File: src/rtl/hpdcache_sram_fe_pkg.sv
// Shared types and constants for the hpdcache SRAM request front-end.
package hpdcache_sram_fe_pkg;

  typedef enum logic {
    INIT  = 1'b0,
    READY = 1'b1
  } fe_state_e;

  localparam int unsigned RSP_FIFO_DEPTH = 3;
  localparam int unsigned RSP_FIFO_CNT_W = 2;

endpackage

File: src/rtl/hpdcache_sram_rsp_fifo.sv
// Three-entry in-order register FIFO holding SRAM read data until the consumer takes it.
module hpdcache_sram_rsp_fifo
  import hpdcache_sram_fe_pkg::*;
#(
  parameter int unsigned DATA_SIZE = 64
) (
  input  logic                      clk,
  input  logic                      rst_n,
  input  logic                      push,
  input  logic [DATA_SIZE-1:0]      push_data,
  input  logic                      pop,
  output logic [RSP_FIFO_CNT_W-1:0] count,
  output logic                      valid,
  output logic [DATA_SIZE-1:0]      head_data
);

  logic [DATA_SIZE-1:0]      mem_q [RSP_FIFO_DEPTH];
  logic [RSP_FIFO_CNT_W-1:0] wr_ptr_q;
  logic [RSP_FIFO_CNT_W-1:0] rd_ptr_q;
  logic [RSP_FIFO_CNT_W-1:0] count_q;
  logic                      pop_eff;

  function automatic logic [RSP_FIFO_CNT_W-1:0] next_ptr(input logic [RSP_FIFO_CNT_W-1:0] ptr);
    return (ptr == RSP_FIFO_CNT_W'(RSP_FIFO_DEPTH - 1)) ? '0 : ptr + 1'b1;
  endfunction

  assign pop_eff   = pop & valid;
  assign count     = count_q;
  assign valid     = (count_q != '0);
  assign head_data = mem_q[rd_ptr_q];

  always_ff @(posedge clk) begin
    if (!rst_n) begin
      wr_ptr_q <= '0;
      rd_ptr_q <= '0;
      count_q  <= '0;
    end else begin
      if (push)    wr_ptr_q <= next_ptr(wr_ptr_q);
      if (pop_eff) rd_ptr_q <= next_ptr(rd_ptr_q);
      case ({push, pop_eff})
        2'b10:   count_q <= count_q + 1'b1;
        2'b01:   count_q <= count_q - 1'b1;
        default: count_q <= count_q;
      endcase
    end
  end

  // Storage is not reset; only entries covered by count are ever observed.
  always_ff @(posedge clk) begin
    if (push) mem_q[wr_ptr_q] <= push_data;
  end

endmodule

File: src/rtl/hpdcache_sram_fe.sv
// Valid/ready front-end for one hpdcache_sram macro: zero-fill after reset,
// credit-based read acceptance and a response FIFO absorbing back-pressure.
module hpdcache_sram_fe
  import hpdcache_sram_fe_pkg::*;
#(
  parameter int unsigned ADDR_SIZE     = 6,
  parameter int unsigned DATA_SIZE     = 64,
  parameter int unsigned DEPTH         = 2**ADDR_SIZE,
  parameter int unsigned INIT_ON_RESET = 1
) (
  input  logic                 clk,
  input  logic                 rst_n,
  input  logic                 req_valid_i,
  output logic                 req_ready_o,
  input  logic                 req_we_i,
  input  logic [ADDR_SIZE-1:0] req_addr_i,
  input  logic [DATA_SIZE-1:0] req_wdata_i,
  output logic                 rsp_valid_o,
  input  logic                 rsp_ready_i,
  output logic [DATA_SIZE-1:0] rsp_rdata_o,
  output logic                 init_done_o,
  output logic                 sram_cs_o,
  output logic                 sram_we_o,
  output logic [ADDR_SIZE-1:0] sram_addr_o,
  output logic [DATA_SIZE-1:0] sram_wdata_o,
  input  logic [DATA_SIZE-1:0] sram_rdata_i
);

  localparam logic [ADDR_SIZE-1:0] LAST_ADDR = ADDR_SIZE'(DEPTH - 1);

  fe_state_e                 state_q, state_d;
  logic [ADDR_SIZE-1:0]      init_cnt_q, init_cnt_d;
  logic                      inflight_p1;
  logic [RSP_FIFO_CNT_W-1:0] fifo_count;
  logic                      fifo_valid;
  logic [DATA_SIZE-1:0]      fifo_head;
  logic [2:0]                credit_used;
  logic                      rd_credit;
  logic                      req_accept;
  logic                      rd_accept;
  logic                      rsp_pop;

  // Credits come only from registered state, so acceptance never waits on rsp_ready_i.
  assign credit_used = {1'b0, fifo_count} + {2'b00, inflight_p1};
  assign rd_credit   = (credit_used < 3'(RSP_FIFO_DEPTH));

  assign init_done_o = rst_n & (state_q == READY);
  assign req_ready_o = init_done_o & (req_we_i | rd_credit);
  assign req_accept  = req_valid_i & req_ready_o;
  assign rd_accept   = req_accept & ~req_we_i;

  always_comb begin
    state_d    = state_q;
    init_cnt_d = init_cnt_q;
    if (state_q == INIT) begin
      if (INIT_ON_RESET == 0) begin
        state_d = READY;
      end else begin
        init_cnt_d = init_cnt_q + 1'b1;
        if (init_cnt_q == LAST_ADDR) state_d = READY;
      end
    end
  end

  always_ff @(posedge clk) begin
    if (!rst_n) begin
      state_q    <= INIT;
      init_cnt_q <= '0;
    end else begin
      state_q    <= state_d;
      init_cnt_q <= init_cnt_d;
    end
  end

  // SRAM port: zero-fill writes during init, request pass-through once ready.
  always_comb begin
    sram_cs_o    = 1'b0;
    sram_we_o    = 1'b0;
    sram_addr_o  = '0;
    sram_wdata_o = '0;
    if (rst_n) begin
      if (state_q == INIT) begin
        if (INIT_ON_RESET != 0) begin
          sram_cs_o   = 1'b1;
          sram_we_o   = 1'b1;
          sram_addr_o = init_cnt_q;
        end
      end else if (req_accept) begin
        sram_cs_o    = 1'b1;
        sram_we_o    = req_we_i;
        sram_addr_o  = req_addr_i;
        sram_wdata_o = req_wdata_i;
      end
    end
  end

  // Stage p1: SRAM read data is valid one edge after the accepting edge.
  always_ff @(posedge clk) begin
    if (!rst_n) inflight_p1 <= 1'b0;
    else        inflight_p1 <= rd_accept;
  end

  hpdcache_sram_rsp_fifo #(
    .DATA_SIZE (DATA_SIZE)
  ) u_rsp_fifo (
    .clk       (clk),
    .rst_n     (rst_n),
    .push      (inflight_p1),
    .push_data (sram_rdata_i),
    .pop       (rsp_pop),
    .count     (fifo_count),
    .valid     (fifo_valid),
    .head_data (fifo_head)
  );

  // Output stage: head of FIFO, forced to zero when nothing is presented.
  assign rsp_valid_o = rst_n & fifo_valid;
  assign rsp_rdata_o = rsp_valid_o ? fifo_head : '0;
  assign rsp_pop     = rsp_valid_o & rsp_ready_i;

endmodule
File: config.mk
export PLATFORM = sky130hd
export DESIGN_NAME = hpdcache_sram_fe
export DESIGN_NICKNAME = d
export VERILOG_FILES = /design/src/rtl/hpdcache_sram_fe_pkg.sv /design/src/rtl/hpdcache_sram_rsp_fifo.sv /design/src/rtl/hpdcache_sram_fe.sv
export SDC_FILE = /design/constraint.sdc
export NUM_CORES = 1
export LEC_CHECK = 0
export CAP_MARGIN = 20
export CORE_ASPECT_RATIO = 1.75
export CORE_UTILIZATION = 42
export CTS_CLUSTER_DIAMETER = 50
export DETAILED_ROUTE_END_ITERATION = 8
export PLACE_DENSITY_LB_ADDON = 0.05
export SLEW_MARGIN = 20
export SYNTH_ARGS = -nofsm -noshare
export SYNTH_HDL_FRONTEND = slang
export SYNTH_SLANG_ARGS = --single-unit
File: constraint.sdc
create_clock -name clk -period 5.58 [get_ports clk]
set_input_delay 1.116 -clock clk [delete_from_list [all_inputs] [get_ports clk]]
set_output_delay 1.116 -clock clk [all_outputs]
set_load 0.005 [all_outputs]
==> results by group, run 1 <==
Finish
  • Nets: 990
  • Synth-to-layout area growth: 40.21%
  • Ant. Diodes: 0
  • Layout fillers: between 1500 and 2000
  • Sequential cell area: a little over 0.006 mm^2
  • Final core occ: 0.6039
  • Share of layout cells above drive strength 1: 0.1176
  • Finished Layout Cells: approximately 1100
  • Area of the multi-input gates: 0.002490 mm^2

Synthesis
  • Syn Area/Cell: roughly 15 um^2
  • Ys Warns: 0
  • Async set-or-reset flop fraction in the synthesized netlist: 0
  • Post-synthesis cell count: 573
  • Synth top cells by count: edfxtp_1, nor2_1, and2_1, mux2i_1, mux2_2
  • Synth cell types: 31
  • Post-Syn Area: roughly 0.009 mm^2
  • Synth area leader: edfxtp_1
  • Area contributors post-synth: edfxtp_1, mux2_2, mux2i_1
  • Sequential share of the synthesized area: 0.6935
  • Post-synth EDFFs: between 150 and 200
  • Most frequent cell after synthesis: edfxtp_1
  • Syn_nets: 716
  • Synth Register Bits: between 200 and 250
  • Post-synth top area share: 0.6570
  • Main synth FF type: edfxtp_1

Floorplanning
  • Die Area: 0.02150 mm^2
  • Die height: 193.2 um
  • Initial Utilization: 0.4307
  • Num ports: 278
  • Core ar.: about 0.020 mm^2
  • Row count: 69
  • Die Wd: ~110 um

Power
  • Maximum VDD drop: about 150 uV
  • Leak Pwr: ~0.0040 uW
  • Power density over the cells: 246.4 mW/mm^2

Clock network
  • Worst-Skew Late Latency: around 480 ps
  • CTS root buf: clkbuf_16
  • Post-CTS setup buffer count: 0
  • H-tree levels: 1
  • Post_cts resized: 0
  • Clock sinks: around 210
  • CTS tree: built
  • CTS Buffer Depth: 3
  • Clock transition at path regs: about 60 ps
  • # hold bufs at CTS: 0
  • Cts bufs inserted: 19

Timing
  • Final setup violation count: 0
  • Final period utilization: 0.8168
  • Worst-Margin Slew: between 1000 and 1500 ps
  • Skew final: 16.53 ps
  • Final setup TNS: 0 ps
  • Fin crit period: around 4600 ps
  • RSZ-0062 raised after global routing: no
  • Worst slew margin: 0.3230
  • Pins Over Slew Limit: 0
  • Final worst slack: 1022 ps
  • Fmax: around 0.22 GHz
  • Fin Hold WS: about 470 ps
  • Hold Fails Final Rpt: 0

Worst hold path
  • Worst min path class: flop to flop
  • WHS Path Cells: 1

Job
  • Number of max-cap violations: 0

Placement
  • Port Buffers: about 280
  • Post-Place Setup Slack: about 990 ps
  • Dpl hpwl: between 15 and 20 mm
  • Dpl cells: 1074
  • Routability Congestion: 0.9009

Worst setup path
  • Crit Path Class: primary input to output pin
  • Worst EP arrival: 3440 ps
  • Worst r2r path cells: 5
  • Critical path's slowest cell: o2111a_2
  • Most used cell, CP: clkdlybuf4s50_1
  • Startpoint class of the critical path: primary input
  • Crit end category: output pin
  • CP max FO: 64
  • CP cell instances: clkdlybuf4s50_1 -> o2111a_2 -> and2_1 -> clkdlybuf4s50_1
  • Crit path largest cell delay: around 790 ps
  • WP data required: about 4500 ps

Route
  • Via density: approximately 5
  • Initial DRC Count: 221
  • Via count: roughly 5600
  • Post-route ant nets: 0
  • DR WL/cell: 20.16 um
  • # DRC: 26
  • Final wirelength: around 22 mm
  • Detailed Routing Iterations Pass 1: 6

Global route
  • Initial antenna violation count: 0
  • GR Util All Layers: 0.2060
  • Vias in the first global route: roughly 6000
  • First-pass GRT wire length: 33.69 mm
  • Largest net degree at the start of global routing: 65
  • GRT overflow: 0

Run status
  • Status: complete, but fails checks
  • Failing checks: DRC
-- critical path, delay by kind of cell --
family | cells | cell delay [ps]
buffers and inverters | 2 | 1190
AO/OA/AOI/OAI | 1 | 790
AND/OR/NAND/NOR | 1 | 340
-- sequential cells by signal, summed over array words and instances (netlist names), named ones only --
signal,flops
u_rsp_fifo.wr_ptr_q,2
state_q,1
u_rsp_fifo.mem_q,192
u_rsp_fifo.rd_ptr_q,2
init_cnt_q,6
inflight_p1,1
u_rsp_fifo.count,2
-- worst paths after layout --
kind	start	endpoint	slack (ps)
worst max register to register	u_rsp_fifo.count[1]	u_rsp_fifo.count[1]	3480
worst min-delay path	u_rsp_fifo.rd_ptr_q[0]	flop	470
worst min register to register	u_rsp_fifo.rd_ptr_q[0]	flop	470
worst max-delay path	rst_n	sram_wdata_o[54]	1020
-- metal layers --
metal  up-vias  global-route usage  wire length, um
li1       2629                   -                -
met4         0             0.07958              699
met2       250              0.3880            12020
met3        38             0.03759             1431
met1      2707              0.2257             8168
met5         -                   0                0
-- stage by stage --
stage	total power [uW]	cell area [um^2]
floorplan	1748	8776
detailed placement	1868	11750
finish	3032	12300
global placement	1864	11750
global route	3128	12300
CTS	3064	12300
-- kinds of logic after synthesis --
group / share of synthesized area
flops: 0.6935
fa+ha+maj: 0.005703
xor+xnor: 0.005988
buf+inv: 0.02552
compound gates: 0.01526
simple gates: 0.09780
mux: 0.1563
-- cell type report --
cell class              instances  share of cell area
clock buffers                  27             0.04108
clock inverters                 6            0.004373
inverters                       5            0.001525
multi-input cells             328              0.2024
flip-flops and latches        208              0.4952
well taps                     248             0.02522
repair buffers                285              0.2302
-- layout by cell type (no fill, tap or decap), drive strengths merged, types with 3 or more instances in the layout --
| cell type | Yosys | layout |
|---|---|---|
| clkdlybuf4s50 | 0 | 277 |
| edfxtp | 192 | 192 |
| nor2 | 74 | 74 |
| and2 | 65 | 65 |
| mux2i | 65 | 65 |
| mux2 | 64 | 64 |
| clkbuf | 14 | 27 |
| dfxtp | 16 | 16 |
| nand2 | 11 | 11 |
| o21ai | 9 | 9 |
| buf | 18 | 8 |
| a21oi | 6 | 6 |
| nand3b | 6 | 6 |
| inv | 5 | 6 |
| xor2 | 4 | 4 |
| ha | 4 | 4 |
| clkinv | 0 | 4 |
| o21a | 3 | 3 |
| or3 | 3 | 3 |
-- power breakdown --
group          leakage (uW)  total (uW)  internal, uW  switching, uW
clock              0.000269        1200           678            521
combinational       0.00189         130          92.1           37.5
sequential          0.00186        1700          1700           3.70
total               0.00401        3030          2470            562
No activity file was read; power rests on OpenSTA's default activity.
==> inputs of run 2 (changes only) <==
CORE_UTILIZATION = 45   (was 42)
clock period = 4.35 ns   (was 5.58 ns; I/O delays follow)
==> results by group, run 2 (synthesis results as in run 1) <==
Global route
  • GR Util All Layers: 0.2104
  • First-pass GRT wire length: about 32 mm
  • Largest net degree at the start of global routing: 65
  • Initial antenna violation count: 3
  • GRT overflow: 0
  • Vias in the first global route: 6003

Placement
  • Routability Congestion: about 0.89
  • Dpl hpwl: 14.58 mm
  • Port Buffers: approximately 280
  • Dpl cells: around 1100

Clock network
  • Post_cts resized: 0
  • CTS Buffer Depth: 3
  • # hold bufs at CTS: 0
  • Worst-Skew Late Latency: 470 ps
  • Cts bufs inserted: 18
  • H-tree levels: 1
  • Clock transition at path regs: roughly 60 ps
  • Clock sinks: 208
  • CTS tree: built
  • Post-CTS setup buffer count: 0
  • CTS root buf: clkbuf_16

Worst setup path
  • WP data required: 3480 ps
  • Launch point of the critical path: rst_n
  • Crit Path Class: primary input to output pin
  • Startpoint class of the critical path: primary input
  • Reg2reg start: u_rsp_fifo.count[0]
  • CP max FO: 64
  • Crit end category: output pin
  • Worst EP arrival: 2970 ps

Route
  • Final wirelength: approximately 21 mm
  • Detailed Routing Iterations Pass 1: 6
  • Via count: approximately 5600
  • DR WL/cell: 18.96 um
  • # DRC: 0
  • Post-route ant nets: 0
  • Initial DRC Count: approximately 240
  • Via density: between 5 and 6

Timing
  • Worst-Margin Slew: between 1000 and 1500 ps
  • Fmax: roughly 0.26 GHz
  • Final period utilization: 0.8829
  • Hold Fails Final Rpt: 0
  • Fin crit period: 3841 ps
  • Pins Over Slew Limit: 0
  • Final setup TNS: 0 ps
  • Skew final: about 6.0 ps
  • Final setup violation count: 0
  • RSZ-0062 raised after global routing: no
  • Worst slew margin: 0.2951

Power
  • Maximum VDD drop: ~240 uV
  • Logic gate share of total power: 0.043
  • Sw Ratio: 0.1848
  • Sequential share of power: 0.576
  • Power density over the cells: between 300 and 400 mW/mm^2
  • Leak Pwr: about 0.0040 uW
  • Clock Power Share: 0.381
  • P_int: 3092 uW
  • Switching power: ~700 uW

Run status
  • Status: completed

Finish
  • Layout fillers: 1490
  • Max reg flops: 192
  • Biggest regs: u_rsp_fifo.mem_q x192, init_cnt_q x6
  • Share of layout cells above drive strength 1: 0.1181
  • Finished Layout Cells: approximately 1100
  • Synth-to-layout area growth: 40.33%
  • Commonest non-fill, non-tap cell in the layout: clkdlybuf4s50_1
  • Nets: slightly below 1000
  • Most frequent cells in the layout: clkdlybuf4s50_1, edfxtp_1, nor2_1
  • Largest Register: u_rsp_fifo.mem_q

Floorplanning
  • Core ar.: about 0.019 mm^2
  • Die Area: roughly 0.020 mm^2
  • Num ports: 278
  • Initial Utilization: 0.4592
  • Row count: between 60 and 70
  • Die Wd: 107.6 um
  • Die height: roughly 190 um

Job
  • Number of max-cap violations: 0

Worst hold path
  • Hold_sp: u_rsp_fifo.rd_ptr_q[0]
  • Worst min path class: flop to flop
## run 2: cell count changes in the layout (fill, tap and decap cells not counted), sizes merged
cell    delta
bufinv     -1
clkbuf     -3
clkinv     +1
diode      +3
inv        -1
## run 2: worst max-delay path, cell delays in order
cell             delay [ps]
clkdlybuf4s50_1         680
o2111a_2                250
buf_4                   370
and2_1                  240
clkdlybuf4s50_1         550
## run 2: power groups by stage
| stage | logic, uW | registers [uW] | clock network, uW |
|---|---|---|---|
| global route | 174 | 2180 | 1570 |
| finish | 163 | 2180 | 1450 |
| global placement | 158 | 2230 | 0 |
| CTS | 164 | 2180 | 1480 |
| floorplan | 12.6 | 2230 | 0 |
| detailed placement | 164 | 2230 | 0 |
## run 2: path summary, 6_finish.rpt
path / endpoint / slack (ps) / cells past startpoint
min reg2reg: flop / 500 / 1
min: flop / 500 / 1
max: sram_wdata_o[56] / 510 / 5
max reg2reg: u_rsp_fifo.count[1] / 2180 / 6
## run 2: metal layers
layer	wire length (um)	vias up	share of wire	track usage
li1	-	2627	-	-
met1	7335	2702	0.35	0.2254
met2	11090	232	0.53	0.3817
met3	1777	30	0.085	0.06147
met4	629	0	0.030	0.07903
met5	0	-	0	0
## run 2: final cells by class
cell class	count	area, um^2	share of cell area
antenna	3	7.507	0.0006096
clock inverter	5	21.27	0.001727
tap	241	301.5	0.02448
inverter	5	18.77	0.001524
sequential	208	6093	0.4948
timing repair buffer	285	2883	0.2341
multi-input combinational	328	2496	0.2027
clock buffer	24	494.2	0.04013
## run 2: stage by stage
step,cell area [um^2],setup WS [ps],hold slack (ps),total power (uW),utilization
global route,12320,280.6,532.3,3922,0.6443
CTS,12310,490.3,496.4,3831,0.6440
detailed placement,11790,518.7,487.1,2392,0.6170
finish,12320,509.5,496.3,3794,0.6443
floorplan,8781,756.3,448.3,2243,-
global placement,11790,571.3,463.9,2386,0.6170
